## config.mk

```make
export PLATFORM = sky130hd
export DESIGN_NAME = commit_ctrl
export DESIGN_NICKNAME = d
export VERILOG_FILES = /design/src/rtl/commit_ctrl.sv
export SDC_FILE = /design/constraint.sdc
export NUM_CORES = 1
export LEC_CHECK = 0
export ABC_AREA = 1
export CAP_MARGIN = 20
export CORE_MARGIN = 1
export CORE_UTILIZATION = 40
export DETAILED_ROUTE_END_ITERATION = 7
export HOLD_SLACK_MARGIN = 0.15
export MAX_ROUTING_LAYER = met4
export PLACE_DENSITY = 0.73
export SLEW_MARGIN = 20
export SYNTH_ARGS = -nofsm -noshare
export SYNTH_HDL_FRONTEND = slang
export SYNTH_SLANG_ARGS = --single-unit
```

## constraint.sdc

```tcl
create_clock -name clk -period 1.9 [get_ports clk]
set_input_delay 0.285 -clock clk [delete_from_list [all_inputs] [get_ports clk]]
set_output_delay 0.285 -clock clk [all_outputs]
set_load 0.005 [all_outputs]
```

## src/rtl/commit_ctrl.sv

```systemverilog
`default_nettype none
// ============================================================================
// Module   : commit_ctrl
// Purpose  : In-order retirement sequencer between ROB head and register file;
//            handles store handshake, mispredict flush sequencing and halt.
// Revision : 1.0
// ============================================================================
module commit_ctrl #(
    parameter int ROB_LOG = 4
) (
    input  logic               clk,
    input  logic               rst,
    input  logic               rdy,
    input  logic               head_valid,
    input  logic               head_ready,
    input  logic [1:0]         head_type,
    input  logic               head_has_dest,
    input  logic [4:0]         head_dest,
    input  logic [31:0]        head_value,
    input  logic [ROB_LOG-1:0] head_robid,
    input  logic               head_mispredict,
    input  logic [31:0]        head_target_pc,
    output logic               rob_pop,
    output logic               commit_valid,
    output logic [4:0]         commit_dest,
    output logic [31:0]        commit_value,
    output logic [ROB_LOG-1:0] commit_RobId,
    output logic               store_req,
    input  logic               store_ack,
    output logic               jump_flag,
    output logic [31:0]        jump_pc,
    output logic               halted,
    output logic [31:0]        commit_cnt
);

    localparam logic [1:0] c_TYPE_REG    = 2'd0;
    localparam logic [1:0] c_TYPE_STORE  = 2'd1;
    localparam logic [1:0] c_TYPE_BRANCH = 2'd2;

    typedef enum logic [2:0] {
        S_RUN     = 3'd0,
        S_WAIT_ST = 3'd1,
        S_FLUSH   = 3'd2,
        S_DRAIN   = 3'd3,
        S_HALT    = 3'd4
    } state_t;

    state_t             r_state;
    state_t             w_next;
    logic               w_pop;
    logic               w_commit;
    logic               w_jump;
    logic               w_halt;
    logic               w_store_set;
    logic               w_store_clr;
    logic               w_mispredict;

    logic               r_commit_valid;
    logic [4:0]         r_commit_dest;
    logic [31:0]        r_commit_value;
    logic [ROB_LOG-1:0] r_commit_robid;
    logic               r_store_req;
    logic               r_jump_flag;
    logic [31:0]        r_jump_pc;
    logic               r_halted;
    logic [31:0]        r_cnt;

    always_ff @(posedge clk or negedge rst) begin
        if (!rst) begin
            r_state <= S_RUN;
        end else begin
            r_state <= w_next;
        end
    end

    // With rdy low every enable stays 0 and the state holds.
    always_comb begin
        w_next       = r_state;
        w_pop        = 1'b0;
        w_commit     = 1'b0;
        w_jump       = 1'b0;
        w_halt       = 1'b0;
        w_store_set  = 1'b0;
        w_store_clr  = 1'b0;
        w_mispredict = 1'b0;
        if (rdy) begin
            case (r_state)
                S_RUN: begin
                    if (head_valid && head_ready) begin
                        case (head_type)
                            c_TYPE_REG: begin
                                w_pop    = 1'b1;
                                w_commit = 1'b1;
                            end
                            c_TYPE_STORE: begin
                                w_store_set = 1'b1;
                                w_next      = S_WAIT_ST;
                            end
                            c_TYPE_BRANCH: begin
                                w_pop    = 1'b1;
                                w_commit = 1'b1;
                                if (head_mispredict) begin
                                    w_mispredict = 1'b1;
                                    w_next       = S_FLUSH;
                                end
                            end
                            default: begin
                                w_pop  = 1'b1;
                                w_halt = 1'b1;
                                w_next = S_HALT;
                            end
                        endcase
                    end
                end
                S_WAIT_ST: begin
                    if (store_ack) begin
                        w_pop       = 1'b1;
                        w_store_clr = 1'b1;
                        w_next      = S_RUN;
                    end
                end
                S_FLUSH: begin
                    w_jump = 1'b1;
                    w_next = S_DRAIN;
                end
                S_DRAIN: begin
                    w_next = S_RUN;
                end
                S_HALT: begin
                    w_next = S_HALT;
                end
                default: begin
                    w_next = S_RUN;
                end
            endcase
        end
    end

    assign rob_pop = w_pop & rst;

    // Redirect PC is captured at the branch pop; the head is stale by FLUSH.
    always_ff @(posedge clk or negedge rst) begin
        if (!rst) begin
            r_commit_valid <= 1'b0;
            r_commit_dest  <= 5'd0;
            r_commit_value <= 32'd0;
            r_commit_robid <= '0;
            r_store_req    <= 1'b0;
            r_jump_flag    <= 1'b0;
            r_jump_pc      <= 32'd0;
            r_halted       <= 1'b0;
            r_cnt          <= 32'd0;
        end else begin
            r_commit_valid <= w_commit & head_has_dest & (|head_dest);
            r_jump_flag    <= w_jump;
            if (w_commit) begin
                r_commit_dest  <= head_dest;
                r_commit_value <= head_value;
                r_commit_robid <= head_robid;
            end
            if (w_mispredict) begin
                r_jump_pc <= head_target_pc;
            end
            if (w_store_set) begin
                r_store_req <= 1'b1;
            end else if (w_store_clr) begin
                r_store_req <= 1'b0;
            end
            if (w_halt) begin
                r_halted <= 1'b1;
            end
            if (w_pop) begin
                r_cnt <= r_cnt + 32'd1;
            end
        end
    end

    assign commit_valid = r_commit_valid;
    assign commit_dest  = r_commit_dest;
    assign commit_value = r_commit_value;
    assign commit_RobId = r_commit_robid;
    assign store_req    = r_store_req;
    assign jump_flag    = r_jump_flag;
    assign jump_pc      = r_jump_pc;
    assign halted       = r_halted;
    assign commit_cnt   = r_cnt;

endmodule
`default_nettype wire

```

==> impl_metrics.py, run 1 <==
metrics = {
    "run_status": {
        "status": "finished, final reports clean",
    },
    "timing": {
        "final_hold_viol_count": 0,
        "slew_headroom_pct": 59.6,
        "max_freq_mhz": 542,
        "finalClockSkew_ps": 5.68,
        "timing.final.ws_setup_ps": 53.8,
        "post-route-period-util_pct": 97.2,
        "rsz0062_at_grt": "yes",
        "tns_ps": 0,
        "drv_slew": 0,
        "worstMarginPinSlew_ps": 605,
        "fin_hold_ws_ps": 463,
        "final.min_clock_period_ps": 1850,
        "final-setup-viol-count": 0,
    },
    "drt": {
        "routed_wirelength_mm": 12.7,
        "firstDrtPassIters": 4,
        "routed_via_density": 4.60,
        "drt-initial-drc-count": 359,
        "route.detailed.wl_per_inst_microns": 12.9,
        "drtAntennaViolNets": 0,
        "num_vias": 4549,
        "route.detailed.drc": 0,
    },
    "yosys": {
        "synth_flop_cell": "dfrtp_1",
        "yosysSeqAreaShare_pct": 53.1,
        "synth_cell_types": 27,
        "synth_area_leaders": "dfrtp_1 (53%), nand2_1 (11%), inv_1 (7.7%)",
        "synth.most_common_cell": "nand2_1",
        "ys_seq_elements": 112,
        "synthAdderAreaFrac_pct": 1.66,
        "yosys_warnings": 0,
        "ys_top_cells_by_count": "nand2_1 (159), dfrtp_1 (112), inv_1 (109)",
        "synth-xor-area-share_pct": 2.65,
        "synthMuxAreaShare_pct": 0,
        "synth-simple-area-share_pct": 19.6,
        "synth_top_family_by_area": "simple AND/OR/NAND/NOR gates",
        "netlist_area_sq_mm": 0.00528,
        "netlist.area_leader.share_pct": 53.1,
        "synth.avg_cell_area_sq_um": 8.82,
        "synth.net_count": 689,
        "yosys.area.top_type": "dfrtp_1",
        "synth_compound_area_share_pct": 11.8,
        "synthCells": 599,
        "synth-edff-count": 0,
        "synthArstFlopShare_pct": 100,
    },
    "place": {
        "post_dp_cell_area_sq_mm": 0.00754,
        "dp.cells": 971,
        "place_congestion": 0.867,
        "place_ws_ps": -467,
        "port_buffers": 192,
        "hpwl_mm": 9.62,
    },
    "clocking": {
        "clock_sinks": 112,
        "clock_path_buffers": 2,
        "numCtsBuffers": 9,
        "tritoncts": "built",
        "clkTransAtPathRegs_ps": 70,
        "clockRootBuffer": "clkbuf_16",
        "clkLatencyLatePin_ps": 350,
        "h-tree-depth": 3,
    },
    "worst_setup_path": {
        "required_ps": 1620,
        "critPathMaxFanout": 2,
        "slowest_delay_ps": 430,
        "crit_chain": "clkdlybuf4s50_1 -> ha_2 -> inv_1 -> nand2_1 -> nor2_1 -> nand2_1 -> nand2_2 -> inv_1 -> nor2_2 -> buf_2",
        "worst_path_max_delay_cell": "clkdlybuf4s50_1",
        "startpoint_type": "input port",
        "crit_arrival_ps": 1560,
        "crit_type": "input port to primary output",
        "crit_family": "buffers and inverters",
        "end_kind": "primary output",
        "path_buf_inv": 4,
    },
    "power": {
        "combPwrFrac_pct": 33.4,
        "internal_power_mw": 6.01,
        "p_sw_mw": 2.30,
        "vdd_drop_max_uv": 637,
        "p_sw_share_pct": 27.7,
        "seq_power_share_pct": 42.1,
        "power.density_mw_per_mm2": 1060,
        "leakagePower_nw": 3.71,
        "clockPowerShare_pct": 24.5,
    },
    "finish": {
        "nets": 901,
        "area_growth_pct": 49.0,
        "fin_cells": 988,
        "fillerInstances": 1138,
        "stdcell_area_sq_mm": 0.00787,
        "final_layout_size_suffix_gt1_share_pct": 11.8,
        "regArea_sq_mm": 0.00280,
        "multi_input_area_sq_mm": 0.00190,
        "diodes": 0,
    },
    "grt": {
        "grt_start_max_net_pins": 113,
        "grt_antenna_before_repair": 0,
        "gr-total-overflow": 0,
        "grt_pass1_wl_mm": 21.0,
        "track_usage_pct": 20.5,
        "grt_pass1_vias": 4484,
    },
    "die": {
        "die_w_microns": 117,
        "core-area_sq_mm": 0.0127,
        "die_h_microns": 117,
        "row_count": 41,
        "ios": 193,
        "start_util_pct": 41.5,
        "dieArea_sq_mm": 0.0137,
    },
    "flow_run": {
        "cap_viol_max_count": 0,
    },
    "worst_hold_path": {
        "min_path_type": "flop to flop",
    },
}
## worst reg2reg max path, delay by kind of cell (launching register included)
kind | cells | cell delay [ps]
simple gates | 6 | 820
flops | 1 | 450
fa+ha+maj | 1 | 200
compound gates | 1 | 200
## through the flow
stage | utilization (%) | total power [mW]
finish | 61.9 | 8.31
global route | 61.9 | 8.82
CTS | 61.8 | 8.41
global placement | 59.3 | 6.25
floorplan | - | 4.48
detailed placement | 59.3 | 6.35
## layout by cell type, fill, tap and decap left out
cell	n
nand4_1	11
o31ai_1	1
o21ai_2	42
a21o_1	1
o21ai_1	33
clkdlybuf4s50_1	189
nor2_1	41
nor3_1	1
bufinv_16	2
nand3_4	1
nand2_1	159
dfrtp_1	112
inv_1	109
nor3_4	1
ha_1	6
clkinv_2	1
o211ai_1	1
xnor2_1	12
buf_6	1
dlygate4sd2_1	1
clkbuf_1	3
dlygate4sd3_1	1
nand2_2	2
o21ai_4	1
ha_2	1
nand3b_1	5
clkbuf_16	9
nand3_1	19
nor2_2	6
xor2_1	4
buf_4	18
clkbuf_8	1
inv_2	1
buf_2	1
a22o_1	1
buf_12	8
o21ai_0	10
## power groups by stage
stage | Sequential [mW] | Clock, mW | Combinational, mW
after global placement | 3.50 | 0 | 2.75
after CTS | 3.50 | 2.08 | 2.83
after detailed placement | 3.53 | 0 | 2.82
final | 3.50 | 2.04 | 2.77
after floorplan | 3.55 | 0 | 0.931
after global routing | 3.58 | 2.17 | 3.06
## sequential cells by signal (all words and copies together), names as in the netlist
| register | count |
|---|---|
| commit_valid | 1 |
| halted | 1 |
| commit_value | 32 |
| commit_cnt | 32 |
| r_state | 3 |
| jump_flag | 1 |
| commit_dest | 5 |
| jump_pc | 32 |
| commit_RobId | 4 |
| store_req | 1 |
## cell families (layout without fill, tap and decap cells)
logic type               after synthesis  count (layout)
flip-flops                           112             112
AND/OR/NAND/NOR                      246             246
buffers and inverters                128             345
adder cells (fa/ha/maj)                7               7
XOR/XNOR                              16              16
AO/OA/AOI/OAI                         90              90
## repair_timing
action / 4_1_cts / 5_1_grt
hold buffers: 1 / 0
gates cloned: 0 / 0
endpoints found under the setup margin: 3 / 5
buffers inserted: 0 / 0
resized for setup: 7 / 2
pin swaps: 1 / 1
hold endpoints to repair: 112 / 0
## path summary, 6_finish.rpt
kind,end,from,slack [ps],cells after the start
min reg2reg,halted$_DFFE_PN0P_,halted$_DFFE_PN0P_,460,1
min in group asynchronous,commit_value[0]$_DFFE_PN0P_,rst,580,3
max in group asynchronous,commit_cnt[24]$_DFFE_PN0P_,rst,840,3
min,halted$_DFFE_PN0P_,halted$_DFFE_PN0P_,460,1
max reg2reg,commit_cnt[16]$_DFFE_PN0P_,commit_cnt[0]$_DFFE_PN0P_,110,8
max,rob_pop,head_type[0],50,10
## routing by layer
layer | part of all wire, % | track usage (%) | vias to the layer above
met1 | 41 | 24.0 | 2135
met2 | 51 | 34.6 | 135
met5 | 0 | - | -
li1 | - | - | 2261
met3 | 5.5 | 4.02 | 18
met4 | 2.0 | 8.69 | 0
## cell type report
type	count	share of cell area, %
Clock buffer	13	3.18
Clock inverter	3	0.827
Inverter	110	5.25
Multi-Input combinational cell	359	24.2
Sequential cell	112	35.6
Tap cell	172	2.73
Timing Repair Buffer	219	28.2
Power figures use the tool's default switching activity.
==> inputs of run 2 (changes only) <==
--- a/config.mk
+++ b/config.mk
@@ -13,7 +13,7 @@
 export HOLD_SLACK_MARGIN = 0.15
 export MAX_ROUTING_LAYER = met4
 export PLACE_DENSITY = 0.73
-export SLEW_MARGIN = 20
+export SLEW_MARGIN = 10
 export SYNTH_ARGS = -nofsm -noshare
 export SYNTH_HDL_FRONTEND = slang
 export SYNTH_SLANG_ARGS = --single-unit
==> results of run 2 <==
Same layout as run 1: the final DEF is identical, and so are final timing and power.
